--- src/rtl/soc_sram_pkg.sv ---
// Shared defaults, port indices and read-tag type for the SoC SRAM arbiter slice.
package soc_sram_pkg;

   localparam int unsigned SRAM_ADDR_W = 20;
   localparam int unsigned SRAM_DATA_W = 32;
   localparam int unsigned SRAM_STRB_W = SRAM_DATA_W / 8;
   localparam int unsigned SRAM_RD_LAT = 4;

   typedef enum logic {
      SRAM_PORT_IF = 1'b0,
      SRAM_PORT_LS = 1'b1
   } sram_port_e;

   typedef struct packed {
      logic       valid;
      sram_port_e owner;
   } sram_rd_tag_t;

endpackage

--- src/rtl/soc_sram_rr_pick.sv ---
// Two-way round-robin picker: on a conflict the port granted least recently wins.
module soc_sram_rr_pick
   import soc_sram_pkg::*;
(
   input  logic       clk,
   input  logic       resetn,
   input  logic [1:0] req,
   input  logic       readya,
   output logic [1:0] gnt
);

   sram_port_e last_q;
   sram_port_e last_d;

   always_comb begin
      gnt = '0;
      if (readya) begin
         unique case (req)
            2'b01:   gnt = 2'b01;
            2'b10:   gnt = 2'b10;
            2'b11:   gnt = (last_q == SRAM_PORT_LS) ? 2'b01 : 2'b10;
            default: gnt = '0;
         endcase
      end
   end

   always_comb begin
      last_d = last_q;
      if (gnt[SRAM_PORT_LS]) begin
         last_d = SRAM_PORT_LS;
      end else if (gnt[SRAM_PORT_IF]) begin
         last_d = SRAM_PORT_IF;
      end
   end

   // Reset marks port 1 as most recent so port 0 takes the first conflict.
   always_ff @(posedge clk) begin
      if (!resetn) begin
         last_q <= SRAM_PORT_LS;
      end else begin
         last_q <= last_d;
      end
   end

endmodule

--- src/rtl/soc_sram_arbiter.sv ---
// Two-port arbiter in front of the async-SRAM controller, routing read data back to its issuer.
// Build option SOC_SRAM_ARB_FIXED_PRIO_EN: fixed priority (port 1 wins) instead of round-robin.
module soc_sram_arbiter
   import soc_sram_pkg::*;
#(
   parameter int unsigned ADDR_W = SRAM_ADDR_W,
   parameter int unsigned DATA_W = SRAM_DATA_W,
   parameter int unsigned STRB_W = SRAM_STRB_W,
   parameter int unsigned RD_LAT = SRAM_RD_LAT
)(
   input  logic              clk,
   input  logic              resetn,
   input  logic              m0_req,
   input  logic [STRB_W-1:0] m0_wstrb,
   input  logic [ADDR_W-1:0] m0_addr,
   input  logic [DATA_W-1:0] m0_wdata,
   output logic              m0_gnt,
   output logic              m0_rvalid,
   output logic [DATA_W-1:0] m0_rdata,
   input  logic              m1_req,
   input  logic [STRB_W-1:0] m1_wstrb,
   input  logic [ADDR_W-1:0] m1_addr,
   input  logic [DATA_W-1:0] m1_wdata,
   output logic              m1_gnt,
   output logic              m1_rvalid,
   output logic [DATA_W-1:0] m1_rdata,
   output logic              sram_ena,
   output logic [STRB_W-1:0] sram_wea,
   output logic [ADDR_W-1:0] sram_addra,
   output logic [DATA_W-1:0] sram_dina,
   input  logic [DATA_W-1:0] sram_douta,
   input  logic              sram_readya
);

   logic                      ready_ok;
   logic [1:0]                req;
   logic [1:0]                gnt;
   logic                      acc_rd;
   sram_rd_tag_t              rd_push;
   sram_rd_tag_t              rd_head;
   sram_rd_tag_t [RD_LAT-1:0] rd_pipe_q;
   sram_rd_tag_t [RD_LAT-1:0] rd_pipe_d;

   assign ready_ok = sram_readya & resetn;
   assign req      = {m1_req, m0_req};

`ifdef SOC_SRAM_ARB_FIXED_PRIO_EN
   assign gnt[SRAM_PORT_LS] = ready_ok & req[SRAM_PORT_LS];
   assign gnt[SRAM_PORT_IF] = ready_ok & req[SRAM_PORT_IF] & ~req[SRAM_PORT_LS];
`else
   soc_sram_rr_pick u_rr_pick (
      .clk    (clk),
      .resetn (resetn),
      .req    (req),
      .readya (ready_ok),
      .gnt    (gnt)
   );
`endif

   assign m0_gnt   = gnt[SRAM_PORT_IF];
   assign m1_gnt   = gnt[SRAM_PORT_LS];
   assign sram_ena = ready_ok & (m0_req | m1_req);

   always_comb begin
      sram_wea   = '0;
      sram_addra = '0;
      sram_dina  = '0;
      if (gnt[SRAM_PORT_LS]) begin
         sram_wea   = m1_wstrb;
         sram_addra = m1_addr;
         sram_dina  = m1_wdata;
      end else if (gnt[SRAM_PORT_IF]) begin
         sram_wea   = m0_wstrb;
         sram_addra = m0_addr;
         sram_dina  = m0_wdata;
      end
   end

   // Every cycle shifts one tag in; idle cycles and writes insert valid=0 bubbles.
   assign acc_rd        = (|gnt) & (sram_wea == '0);
   assign rd_push.valid = acc_rd;
   assign rd_push.owner = gnt[SRAM_PORT_LS] ? SRAM_PORT_LS : SRAM_PORT_IF;

   always_comb begin
      rd_pipe_d = {rd_pipe_q[RD_LAT-2:0], rd_push};
   end

   always_ff @(posedge clk) begin
      if (!resetn) begin
         rd_pipe_q <= '0;
      end else begin
         rd_pipe_q <= rd_pipe_d;
      end
   end

   assign rd_head   = rd_pipe_q[RD_LAT-1];
   assign m0_rvalid = resetn & rd_head.valid & (rd_head.owner == SRAM_PORT_IF);
   assign m1_rvalid = resetn & rd_head.valid & (rd_head.owner == SRAM_PORT_LS);
   assign m0_rdata  = m0_rvalid ? sram_douta : '0;
   assign m1_rdata  = m1_rvalid ? sram_douta : '0;

endmodule

--- config.mk ---
export PLATFORM = sky130hd
export DESIGN_NAME = soc_sram_arbiter
export DESIGN_NICKNAME = d
export VERILOG_FILES = /design/src/rtl/soc_sram_pkg.sv /design/src/rtl/soc_sram_rr_pick.sv /design/src/rtl/soc_sram_arbiter.sv
export SDC_FILE = /design/constraint.sdc
export NUM_CORES = 1
export LEC_CHECK = 0
export CORE_AREA = 2 2 107 109
export CTS_CLUSTER_DIAMETER = 40
export CTS_CLUSTER_SIZE = 12
export DETAILED_ROUTE_END_ITERATION = 10
export DIE_AREA = 0 0 109 111
export MAX_ROUTING_LAYER = met4
export PLACE_DENSITY = 0.59
export SLEW_MARGIN = 20
export SYNTH_ARGS = -nofsm -noshare
export SYNTH_HDL_FRONTEND = slang
export SYNTH_SLANG_ARGS = --single-unit
--- constraint.sdc ---
create_clock -name clk -period 2.1 [get_ports clk]
set_input_delay 0.21 -clock clk [delete_from_list [all_inputs] [get_ports clk]]
set_output_delay 0.21 -clock clk [all_outputs]
set_load 0.05 [all_outputs]
# Word-level counts from Yosys, hierarchy flattened
# Cells that the tools add are included.
# W data, S select, Z words.
[op_classes]
eq_ne = 3
n_mux = 12
bitwise_logic = 9
reduce_logical = 3
[ops]
columns = ["op", "count"]
rows = [
  ["$mux W32", 4],
  ["$mux W20", 2],
  ["$mux W4", 2],
  ["$and A1 B1 Y1", 6],
  ["$pmux W2 S3", 1],
  ["$eq A2 B2 Y1 const B", 2],
  ["$logic_not A4 Y1", 1],
  ["$mux W2", 2],
  ["$reduce_or A2 Y1", 2],
  ["$eq A2 B1 Y1 const B", 1],
  ["$not A1 Y1", 2],
  ["$mux W1", 1],
  ["$or A1 B1 Y1", 1],
]
[word_totals]
register_bits = 9
in_bits = 149
out_inout_bits = 125

# Longest topological paths before layout
# Gate-level depths: netlist of run 1.
[logic_depth]
word_depth = 7
ltp_mapped = 5
mapped_depth_nobuf = 3

# Cells and area by module
# Synthesis of run 1 repeated with hierarchy kept, for this count alone.
[hier_totals]
hier_cells = 179
hier_area_um2 = 1378.8
[modules_own_cells]
columns = ["module", "n_inst", "cells_per_inst", "area_per_inst_um2", "seq_area_each_um2"]
rows = [
  ["soc_sram_arbiter", 1, 171, 1322.5, 160.2],
  ["soc_sram_rr_pick", 1, 8, 56.3, 20.0],
]

# Worst setup path after synthesis of run 1
# No wires, ideal clock.
[synth_path]
kind = "flip-flop to output port"
from = "reg u_rr_pick.last_q"
to = "out sram_dina[22]"
arrival_ns = 1.443
setup_slack_ns = 0.447
path_stages_with_launch = 5
n_path_buf = 1
path_cell_list = "dfxtp_1 a21bo_2 nor2_4 buf_2 a22o_1"
[synth_lines]
columns = ["element", "line_no", "source"]
rows = [
  ["from (decl)", "soc_sram_rr_pick.sv:12", "sram_port_e last_q;"],
  ["from (signal assigned)", "soc_sram_rr_pick.sv:41", "last_q <= last_d;"],
  ["$mux W2", "soc_sram_rr_pick.sv:21", "2'b11: gnt = (last_q == SRAM_PORT_LS) ? 2'b01 : 2'b10;"],
  ["$pmux W2 S3", "soc_sram_rr_pick.sv:18", "unique case (req)"],
  ["$mux W2", "soc_sram_rr_pick.sv:17", "if (readya) begin"],
  ["via m1_gnt", "soc_sram_arbiter.sv:24", "output logic m1_gnt,"],
  ["$mux W32", "soc_sram_arbiter.sv:68", "if (gnt[SRAM_PORT_LS]) begin"],
  ["to (decl)", "soc_sram_arbiter.sv:30", "output logic [DATA_W-1:0] sram_dina,"],
]
# The timed path passes the listed nets, and every way through them passes these cells.

# Worst setup path after layout of run 1
[layout_path]
from = "in m1_req"
to = "out sram_addra[3]"
[layout_via]
elab_chain_cells = 5
[layout_rtl]
columns = ["element", "line_no", "source"]
rows = [
  ["from (decl)", "soc_sram_arbiter.sv:20", "input logic m1_req,"],
  ["$eq A2 B2 Y1 or $eq A2 B1 Y1 (tied branches)", "soc_sram_rr_pick.sv:18", ""],
  ["$pmux W2 S3 *", "soc_sram_rr_pick.sv:18", ""],
  ["$mux W2 *", "soc_sram_rr_pick.sv:17", ""],
  ["$mux W20", "soc_sram_arbiter.sv:72", "end else if (gnt[SRAM_PORT_IF]) begin"],
  ["$mux W20 *", "soc_sram_arbiter.sv:68", ""],
  ["to (decl)", "soc_sram_arbiter.sv:29", "output logic [ADDR_W-1:0] sram_addra,"],
]
# Every way passes the cells marked *; elsewhere a longest branch is shown, timed or not.

==> results of run 1 <==
## per-stage QoR
stage	instance area, µm²	instances	hold WS [ns]	setup WS [ns]	utilization, %
floorplan	1330	171	0.319	0.447	-
detailed placement	5500	576	0.419	0.117	49.7
global route	5580	580	0.434	0.0555	50.4
global placement	5500	576	0.414	0.179	49.7
finish	5580	580	0.428	0.139	50.4
CTS	5580	580	0.427	0.117	50.4
## per-layer routing
layer / GRT usage, % / routed length, µm / vias up
met5: - / 0 / -
met4: 1.54 / 34 / 0
met3: 3.23 / 979 / 2
met2: 28.9 / 5100 / 172
met1: 14.3 / 2970 / 1078
li1: - / - / 1155
## worst paths after layout
kind	start	cells after the start	to	slack [ns]
max	m1_req	6	sram_addra[3]	0.14
min	rd_pipe_d[6]$_SDFF_PN0_	1	rd_head[0]$_SDFF_PN0_	0.43
max reg2reg	u_rr_pick.last_q$_SDFFE_PP1N_	4	rd_pipe_d[3]$_SDFF_PN0_	0.95
min reg2reg	rd_pipe_d[6]$_SDFF_PN0_	1	rd_head[0]$_SDFF_PN0_	0.43
## logic make-up after synthesis
kind of cell / Yosys count / share of synthesized area, %
AOI/OAI and AO/OA: 62 / 40.8
buffers and inverters: 20 / 8.64
DFF: 9 / 13.5
and+or+nand+nor: 80 / 37.1
## registers in the layout (all words and copies together) (netlist names)
| signal | cells |
|---|---|
| rd_pipe_d | 6 |
| rd_head | 2 |
| u_rr_pick.last_q | 1 |
## layout by cell type (no fill, tap or decap)
master                              n
sky130_fd_sc_hd__nand3_1            1
sky130_fd_sc_hd__o211a_1            2
sky130_fd_sc_hd__a221oi_1           1
sky130_fd_sc_hd__and2_1            70
sky130_fd_sc_hd__clkdlybuf4s50_1  148
sky130_fd_sc_hd__a22o_1            56
sky130_fd_sc_hd__nand2_1            2
sky130_fd_sc_hd__or4_1              1
sky130_fd_sc_hd__nor2_4             1
sky130_fd_sc_hd__a21oi_4            1
sky130_fd_sc_hd__buf_4              4
sky130_fd_sc_hd__a21bo_2            1
sky130_fd_sc_hd__and3_1             1
sky130_fd_sc_hd__nor2_2             1
sky130_fd_sc_hd__nor2_1             2
sky130_fd_sc_hd__inv_1              1
sky130_fd_sc_hd__buf_12           129
sky130_fd_sc_hd__o21ai_0            1
sky130_fd_sc_hd__dfxtp_1            9
sky130_fd_sc_hd__clkbuf_16          3
sky130_fd_sc_hd__nor3_1             1
sky130_fd_sc_hd__clkbuf_1           1
## report_power, final
part / switching (W) / internal, W
Combinational: 0.000353 / 0.000493
Sequential: 0.00000158 / 0.000177
Clock: 0.0000782 / 0.000253
## layout make-up
cell class              instances  area (µm²)  area share [%]
flip-flops and latches          9         180            3.23
inverters                       1        3.75          0.0673
clock buffers                   4        78.8            1.41
repair buffers                281        4090            73.4
well taps                     143         179            3.21
multi-input cells             142        1040            18.7
==> results.md, run 1 <==
- The most used flip-flop cell after synthesis is sky130_fd_sc_hd__dfxtp_1.
- The final hold violation count is 0.
- The cell chosen for the clock root is sky130_fd_sc_hd__clkbuf_16.
- The post-detailed-route wirelength per cell is around 16 µm.
- The power per standard cell area is approximately 240 mW/mm².
- The number of max-slew violations in the final report is 0.
- The total power consumption of the routed design is about 0.0014 W.
- The remaining antenna violation count after routing is 0.
- The die is approximately 110 µm wide.
- The count of filler cells inserted in the layout is 962.
- The number of nets produced by synthesis is 320.
- The min-delay analysis places its worst path in the category flop to flop.
- The initialized floorplan defines 39 standard-cell rows.
- The number of vias per cell after detailed routing is just over 4.
- The clock net sink count is 9.
- Counting both buffers and inverters, the worst setup path holds a total of 3.
- Once the clock tree was built, the setup fixing pass inserted 0 buffers.
- The clock-pin slew of the registers on the worst-case setup and hold paths is approximately 0.040 ns.
- Sequential cells were found to cover 13.5% of the synthesized design area.
- The nature of the critical path endpoint is a primary output.
- Yosys mapped the design onto 20 distinct sky130hd cell types.
- For this run the aggregate overflow at the end of global routing stands at 0.
- sky130_fd_sc_hd__a22o_1 takes more of the synthesized area than any other cell.
- The top fanout value on the critical path is 51.
- Of the cells placed in the final design, the portion with a size suffix greater than 1 is about 32%.
- In this run, post-CTS hold repair placed 0 buffers.
- The cell area that synthesis handed to floorplanning was roughly 0.0013 mm².
- Across the VDD grid, the largest voltage drop is around 220 µV.
- The wire length reported by the detailed router is between 9000 and 10000 µm.
- The number of synthesized register bits is 9.
- The half-perimeter wire length of the detailed placement result is between 8000 and 9000 µm.
- The first detailed-routing pass ran for 4 iterations.
- For this design the static power due to leakage is 2.23 nW.
- The run finished with clean final reports.
- At the worst endpoint, the required time is ~1.9 ns.
- The clock buffer count from CTS is 3.
- From synthesis to final layout, the design area changed by 319%.
- Counting every instance in the synthesized netlist gives 171.
- The most frequent cell after synthesis is sky130_fd_sc_hd__and2_1.
- The number of warning messages in the yosys log is 0.
- The routed layout has 2407 vias.
- After synthesis, the cell types taking the most area are sky130_fd_sc_hd__a22o_1, sky130_fd_sc_hd__and2_1, sky130_fd_sc_hd__dfxtp_1, sky130_fd_sc_hd__buf_6, sky130_fd_sc_hd__buf_2.
- Data on the critical path arrives at its endpoint at 1.75 ns.
- The starting density of the core is between 10% and 20%.
- The share of synthesized area in the top cell type comes to 36.8%.
- The kind of launch point of the worst setup path is an input pin.
- Setup repair after global routing left no endpoint under its margin.
- The largest net degree at the start of global routing is 54.
- Each instance of the synthesized netlist takes up on average between 7 and 8 µm².
- The delay of the slowest cell on the worst path is 0.49 ns.
- The number of H-tree branching levels is 1.
- The clock passes through at most 2 buffers.
- Across the run, the number of max-cap violations was 0.
- In the final timing run, aggregate negative setup slack is 0 ns.
- The number of flops mapped to enable cells by yosys is 0.
- Global routing used 14.5% of the available tracks across all layers.
- The number of instances resized during post-cts repair is 0.
- The final layout contains ~600 nets.
- The share of the clock period used by the worst path after layout is between 90 and 100%.
- The first global-routing pass estimated ~13000 µm of wire.
- The DRC violation count after routing is 0.
- The slew at the pin with the worst max-slew slack is approximately 0.24 ns.
- The number of I/O port buffers is approximately 270.
- approximately 270 I/O pins were placed.
- After layout, the minimum clock period comes to 1.96 ns.
- The final weighted congestion of routability-driven global placement is around 0.81.
- The commonest cells after synthesis are sky130_fd_sc_hd__and2_1, sky130_fd_sc_hd__a22o_1, sky130_fd_sc_hd__dfxtp_1, sky130_fd_sc_hd__buf_2, sky130_fd_sc_hd__clkbuf_1.
- Traced cell by cell, the critical path runs through clkdlybuf4s50_1 -> a21bo_2 -> nor2_4 -> buf_12 -> a22o_1 -> buf_12.
- On the critical path the largest part of the delay comes from buffers and inverters.
- The via count of the first global-routing pass was 2436.
- The initial antenna violation count was 0.
- The antenna diode instance count is 0.
- The async set or reset register ratio after synthesis is 0%.
- TritonCTS built the clock tree.
- The worst clock skew is 0.00280 ns.
- The clock reaches the later pin of the worst-skew pair after around 0.23 ns.
- The headroom to the max-slew limit is roughly 84%.
- In this run, the number of DRC markers left after iteration 0 of detailed routing was between 100 and 150.
- The highest clock rate is 510 MHz.
- The total setup violations reported at the end of the flow is 0.
- The region available for standard cell placement spans approximately 0.011 mm².
- On the critical path, the stage with the largest delay is an instance of sky130_fd_sc_hd__clkdlybuf4s50_1.
- Measured along the y axis, the die boundary spans approximately 110 µm.
- The most used cell along the critical path is sky130_fd_sc_hd__buf_12.
- The die covers about 0.012 mm².
- The worst setup path is of the input pin to primary output kind.
Note: power is estimated with default switching activity, not from simulation.
==> run 2, diff against run 1 <==
SLEW_MARGIN = 10   (was 20)
==> results of run 2 <==
The final DEF is identical to that of run 1; final timing and power are the same.
==> run 3, diff against run 2 <==
CORE_AREA = 2 2 106 108   (was 2 2 107 109)
DIE_AREA = 0 0 108 110   (was 0 0 109 111)
GPL_ROUTABILITY_DRIVEN = 1   (was unset)
PLACE_DENSITY = 0.6   (was 0.59)
TNS_END_PERCENT = 20   (was unset)
clock period = 2 ns   (was 2.1 ns; I/O delays follow)
==> run 3 against run 2 <==
Against the previous run:
- register-to-register slack got worse by 0.14 ns
- via count increased by 0.17%
- first-iteration DRC count decreased by 35%
- combinational power increased by 5.9%
- wire length increased by 8.3%
- final cell count decreased by 0.17%
- total power decreased by 4.5%
- critical endpoint is now sram_dina[30]
==> results.md, run 3 (synthesis gave the netlist of run 1 again) <==
- The run finished with clean final reports.
- The clock period minus worst slack is ~1.9 ns.
- The final weighted congestion of routability-driven global placement is between 0.7 and 0.8.
- The kind of launch point of the worst setup path is an input pin.
- For hold timing, the worst endpoint is rd_head[1]$_SDFF_PN0_.
- The number of H-tree branching levels is 1.
- From bottom edge to top edge, the die measures 110 µm.
- For this run, the post-layout net count is between 500 and 600.
- The number of vias in the routed layout is between 2000 and 2500.
- IR analysis of the VDD net gives a maximum drop of 159 µV.
- For the pin with the worst max-slew slack, the measured transition is roughly 0.23 ns.
- The clock-pin slew of the registers on the worst-case setup and hold paths is ~0.050 ns.
- The post-detailed-route wirelength per cell is roughly 17 µm.
- The wire-length estimate of the detail-placed layout is 8420 µm.
- The total global routing overflow is 0.
- The flip-flop count of the largest register, all copies and words added is 6.
- The critical register-to-register path endpoint is rd_pipe_d[3]$_SDFF_PN0_.
- Buffers inserted to repair hold after CTS numbered 0.
- The clock latency on the worst-skew pair is around 0.24 ns.
- The library cell used most frequently in the layout, excluding fill and tap cells, is sky130_fd_sc_hd__clkdlybuf4s50_1.
- The TritonCTS clock tree is built.
- The launch instance of the worst min-delay path is rd_pipe_d[7]$_SDFF_PN0_.
- In this design, the stage delay of the slowest critical-path cell is ~0.48 ns.
- The I/O pin count is ~270.
- The count of cells along the worst register-to-register path is 4.
- The via count of the first global-routing pass is around 2500.
- In this run the post-CTS setup repair buffer count came out at 0.
- The headroom to the max-slew limit is a little over four fifths.
- Setup repair after global routing left no endpoint under its margin.
- The clock passes through at most 2 buffers.
- The top cell types in the final layout, fill and taps aside, are sky130_fd_sc_hd__clkdlybuf4s50_1, sky130_fd_sc_hd__buf_12, sky130_fd_sc_hd__and2_1.
- The growth of design area from synthesis to finish is 319%.
- The number of vias per cell after detailed routing is between 4 and 5.
- The max capacitance violation total is 0.
- The smallest setup slack after layout is a little over 0.07 ns.
- The wire length reported by the detailed router is between 9000 and 10000 µm.
- The tree is rooted in a sky130_fd_sc_hd__clkbuf_8.
- The worst setup path is of the input pin to primary output kind.
- Traced cell by cell, the critical path runs through clkdlybuf4s50_1 -> a21bo_2 -> nor2_4 -> buf_12 -> a22o_1 -> buf_12.
- The share of the clock period used by the worst path after layout is 96.5%.
- The worst setup path is captured at a primary output.
- Port buffering added approximately 270 buffers.
- The slowest cell on the critical path is sky130_fd_sc_hd__clkdlybuf4s50_1.
- In this run the standard cell core region covers approximately 0.011 mm².
- Static timing analysis puts the maximum clock frequency at a little over 500 MHz.
- The cell count of the worst hold path is 1.
- The number of instances resized during post-cts repair is 0.
- The overall routing resource usage is roughly 15%.
- For the worst setup path, the data arrival time is 1.73 ns.
- Setup violations remaining at the end of the flow were counted as 0.
- The top fanout value on the critical path is 29.
- The startpoint of the worst-slack reg-to-reg timing path is u_rr_pick.last_q$_SDFFE_PP1N_.
- In the final timing run, aggregate negative setup slack is 0 ns.
- Dividing total power by cell area gives a power density of ~230 mW/mm².
- The number of max-slew violations in the final report is 0.
- The number of detailed-route iterations in the first pass is 4.
- In the final layout, the share of cells above drive strength 1 is approximately 32%.
- The detail route stage leaves a number of antenna-violating nets equal to 0.
- The floorplan has 38 rows.
- The initial antenna violation count was 1.
- Leaving out filler cells and counting taps, the final layout contains approximately 580.
- The tightest hold path in the finished design has a slack of between 0.4 and 0.5 ns.
- The global-route wire length before repair is 13200 µm.
- At the placement stage, the worst setup path has a slack of ~0.045 ns.
- The most used cell along the critical path is sky130_fd_sc_hd__buf_12.
- Entering global routing, the biggest net connects about 60 pins.
- The clock buffer count from CTS is 3.
- The starting density of the core is 12.5%.
- The worst min-delay path class is flop to flop.
- The count of filler cells inserted in the layout is 933.
- Across the routed clock network, the largest skew measured is roughly 0.0074 ns.
- The required time of the critical path is about 1.8 ns.
- Once placement completed, the tool counted placed cells totaling roughly 570.
- The worst setup slack for register-to-register paths is 0.81 ns.
- The analysis attributes to cell leakage a power of between 2 and 2.5 nW.
- In this run, the number of DRC markers left after iteration 0 of detailed routing was 67.
- The DRC violation count after routing is 0.
- The clock net sink count is 9.
- The final hold violation count is 0.
- The floorplan die area is ~0.012 mm².
- In this run the horizontal extent of the chip is 108 µm.
==> run 3: where the power goes <==
group / switching [W] / leakage (nW) / total, W / internal, W
combinational: 0.000373 / 2.14 / 0.000896 / 0.000523
sequential: 0.00000156 / 0.0732 / 0.000187 / 0.000185
clock: 0.0000760 / 0.0255 / 0.000212 / 0.000136
total: 0.000450 / 2.24 / 0.00130 / 0.000845
==> run 3: per-stage QoR <==
step                      instance area (µm²)  total power (W)  utilization [%]
after CTS                                5540          0.00130             51.8
after global placement                   5490          0.00107             51.3
final                                    5590          0.00130             52.2
after detailed placement                 5490          0.00108             51.3
after floorplan                          1330         0.000491                -
after global routing                     5590          0.00136             52.2
==> run 3: how the worst max path moves through the flow <==
stage / from / endpoint / slack [ns] / cells past startpoint
floorplan: u_rr_pick.last_q$_SDFFE_PP1N_ / sram_dina[22] / 0.36 / 4
global placement: m1_req / sram_dina[30] / 0.07 / 6
detailed placement: m1_req / sram_dina[30] / 0.05 / 6
CTS: m1_req / sram_dina[30] / 0.04 / 6
global route: m1_req / sram_dina[30] / 0.005 / 6
finish: m1_req / sram_dina[30] / 0.07 / 6
==> run 3: area by class of cell <==
cell class                      instances  area (µm²)  share of cell area (%)
Antenna cell                            1        2.50                  0.0448
Sequential cell                         9         180                    3.22
Multi-Input combinational cell        142        1040                    18.7
Clock buffer                            3        41.3                   0.739
Timing Repair Buffer                  282        4140                    74.0
Clock inverter                          1        5.00                  0.0895
Inverter                                1        3.75                  0.0672
Tap cell                              140         175                    3.13
==> run 3: critical path, delay by kind of cell <==
kind | cells | cell delay, ns
buffers and inverters | 3 | 0.84
and+or+nand+nor | 1 | 0.16
AOI/OAI and AO/OA | 2 | 0.50
==> run 3: routing by layer <==
metal / wire length (µm) / part of all wire [%] / vias up / global-route usage (%)
li1: - / - / 1159 / -
met1: 3550 / 36 / 1073 / 14.9
met2: 5230 / 53 / 173 / 28.5
met3: 957 / 9.7 / 6 / 3.41
met4: 106 / 1.1 / 0 / 3.39
met5: 0 / 0 / - / -
==> RTL edit (flow settings as in run 3) <==
Build with the macro `SOC_SRAM_ARB_FIXED_PRIO_EN` defined.
--- a/src/rtl/soc_sram_arbiter.sv
+++ b/src/rtl/soc_sram_arbiter.sv
@@ -1,5 +1,7 @@
 // Two-port arbiter in front of the async-SRAM controller, routing read data back to its issuer.
 // Build option SOC_SRAM_ARB_FIXED_PRIO_EN: fixed priority (port 1 wins) instead of round-robin.
+`define SOC_SRAM_ARB_FIXED_PRIO_EN
+
 module soc_sram_arbiter
    import soc_sram_pkg::*;
 #(
Function: changed (Yosys sat finds a counterexample within 4 cycles, from zero or initial values and one cycle with resetn low).
==> RTL edit against run 3 <==
Die area unchanged. Power down 9.1%. Core utilization decreased by 0.60 points. Setup slack better by 0.034 ns. Worst hold slack worse by 0.00084 ns. Design area fell by 1.1%. Synthesized cell count is 2.3% higher. Final cell count is 0.35% higher. Synthesized area is 6.9% higher. Wire length is 2.4% higher. Count of clock-buffer cells in the layout stayed put. Via count increased by 1.9%. Sequential cell count is 1 lower. Critical endpoint is now sram_addra[17].
==> RTL edit: results (changes against run 3) <==
stage	metric	value	unit	change
clocking	CTS clk-pin slew, worst paths	0.04	ns	
sta	Slew HR	83.6	%	-0.92 points
critical_path	Critical Path Max Stage Delay	0.54	ns	+0.06 ns
synthesis	top cells by area, synth	a22o_1 33%, and2_1 31%, dfxtp_1 11%, buf_12 7.0%, buf_6 6.3%		
clocking	CTS resizes	0		unchanged
detailed_routing	DR WL met3	1160	um	+21%
detailed_routing	Detailed Routing Iterations Pass 1	4		unchanged
placed_design	Post-DP HPWL	9240	um	+9.7%
critical_path	CP delay by family, top	buffers and inverters		
clocking	Root Driver	clkbuf_8		
placed_design	placed insts	578		+1.0%
detailed_routing	via count	2458		+1.9%
grt	largest net degree at the start of global routing	49		-17%
detailed_routing	metal2 WL	5450	um	+4.4%
final_layout	diode count	0		-1
placed_design	port buffer count	273		unchanged
grt	initial antenna violation count	0		-1
critical_path	Worst Path Arrival	1.70	ns	-0.03 ns
outcome	outcome	finished, final reports clean		
placed_design	Place WS	0.105	ns	+0.0596 ns
clocking	Clock H-tree levels	1		unchanged
power_and_ir_drop	Max IR drop VDD	0.000242	V	+52%
clocking	postcts setup bufs	0		unchanged
power_and_ir_drop	Lkg Pwr	2.21	nW	-1.2%
synthesis	FFs w/ async S/R, synth	0	%	unchanged
grt	gr usage total	15.7	%	+1.0 points
placed_design	gpl congestion	0.817		+10%
detailed_routing	Routed WL	10100	um	+2.4%
sta	post-route clock skew	0.000609	ns	-0.00678 ns
synthesis	sequential-to-total area share from yosys stat	11.2	%	-2.3 points
placed_design	Post-DP Area	5480	um2	-0.11%
worst_hold_path	HP Class	flip-flop to flip-flop		
critical_path	crit path max-delay cell type	clkdlybuf4s50_1		
final_layout	Multi-input gate area	1040	um2	-0.48%
detailed_routing	DR top layer	met4		
synthesis	number of synthesis warnings	0		unchanged
synthesis	syn_nets	324		+1.3%
final_layout	Fill cells	936		+0.32%
clocking	total CTS buffers	3		unchanged
final_layout	layout cells sized above 1	32.0	%	-0.45 points
critical_path	crit path max fanout	48		+66%
final_layout	Final nets	592		+0.68%
detailed_routing	met1 WL	3380	um	-4.8%
sta	Fin. Hold Viols	0		unchanged
detailed_routing	Via density	4.23		+1.6%
clocking	Max clock buf depth	2		unchanged
grt	first-pass GRT wire length	13900	um	+5.4%
synthesis	ys flop type	dfxtp_1		
synthesis	Synth cell types	20		unchanged
detailed_routing	Detailed Route Iter0 Violations	83		+24%
synthesis	commonest cells in the netlist	70 x and2_1, 53 x a22o_1, 8 x buf_6, 8 x dfxtp_1, 8 x nor2_1		
clocking	Worst-Skew Late Latency	0.22	ns	-0.02 ns
synthesis	Syn Inst Count	175		+2.3%
final_layout	max reg flops	6		unchanged
RTL edit: final timing paths:
kind	startpoint	to	slack [ns]	cells past startpoint
hold / removal	rd_pipe_d[5]$_SDFF_PN0_	rd_pipe_d[7]$_SDFF_PN0_	0.43	1
setup reg to reg	rd_pipe_d[2]$_SDFF_PN0_	rd_pipe_d[4]$_SDFF_PN0_	1.46	1
hold reg to reg	rd_pipe_d[5]$_SDFF_PN0_	rd_pipe_d[7]$_SDFF_PN0_	0.43	1
setup / recovery	sram_readya	sram_addra[17]	0.10	5
RTL edit: cell families after synthesis:
| family | share of synthesized area (%) |
|---|---|
| simple gates | 37.2 |
| buf+inv | 15.8 |
| flops | 11.2 |
| compound gates | 35.8 |
RTL edit: layer usage:
| layer | global-route usage [%] | vias up |
|---|---|---|
| met4 | 2.11 | 0 |
| met1 | 15.9 | 1111 |
| met3 | 5.00 | 4 |
| met5 | - | - |
| li1 | - | 1166 |
| met2 | 30.1 | 177 |
RTL edit: final cells by class:
class / instances / share of cell area [%]
timing repair buffer: 283 / 74.4
multi-input combinational: 147 / 18.8
tap: 140 / 3.17
sequential: 8 / 2.90
clock buffer: 3 / 0.747
RTL edit: report_power, final:
part	internal [mW]	leakage [nW]	switching, mW	total, mW
clock	0.130	0.0216	0.0596	0.190
combinational	0.488	2.12	0.335	0.823
sequential	0.163	0.0648	0.000650	0.164
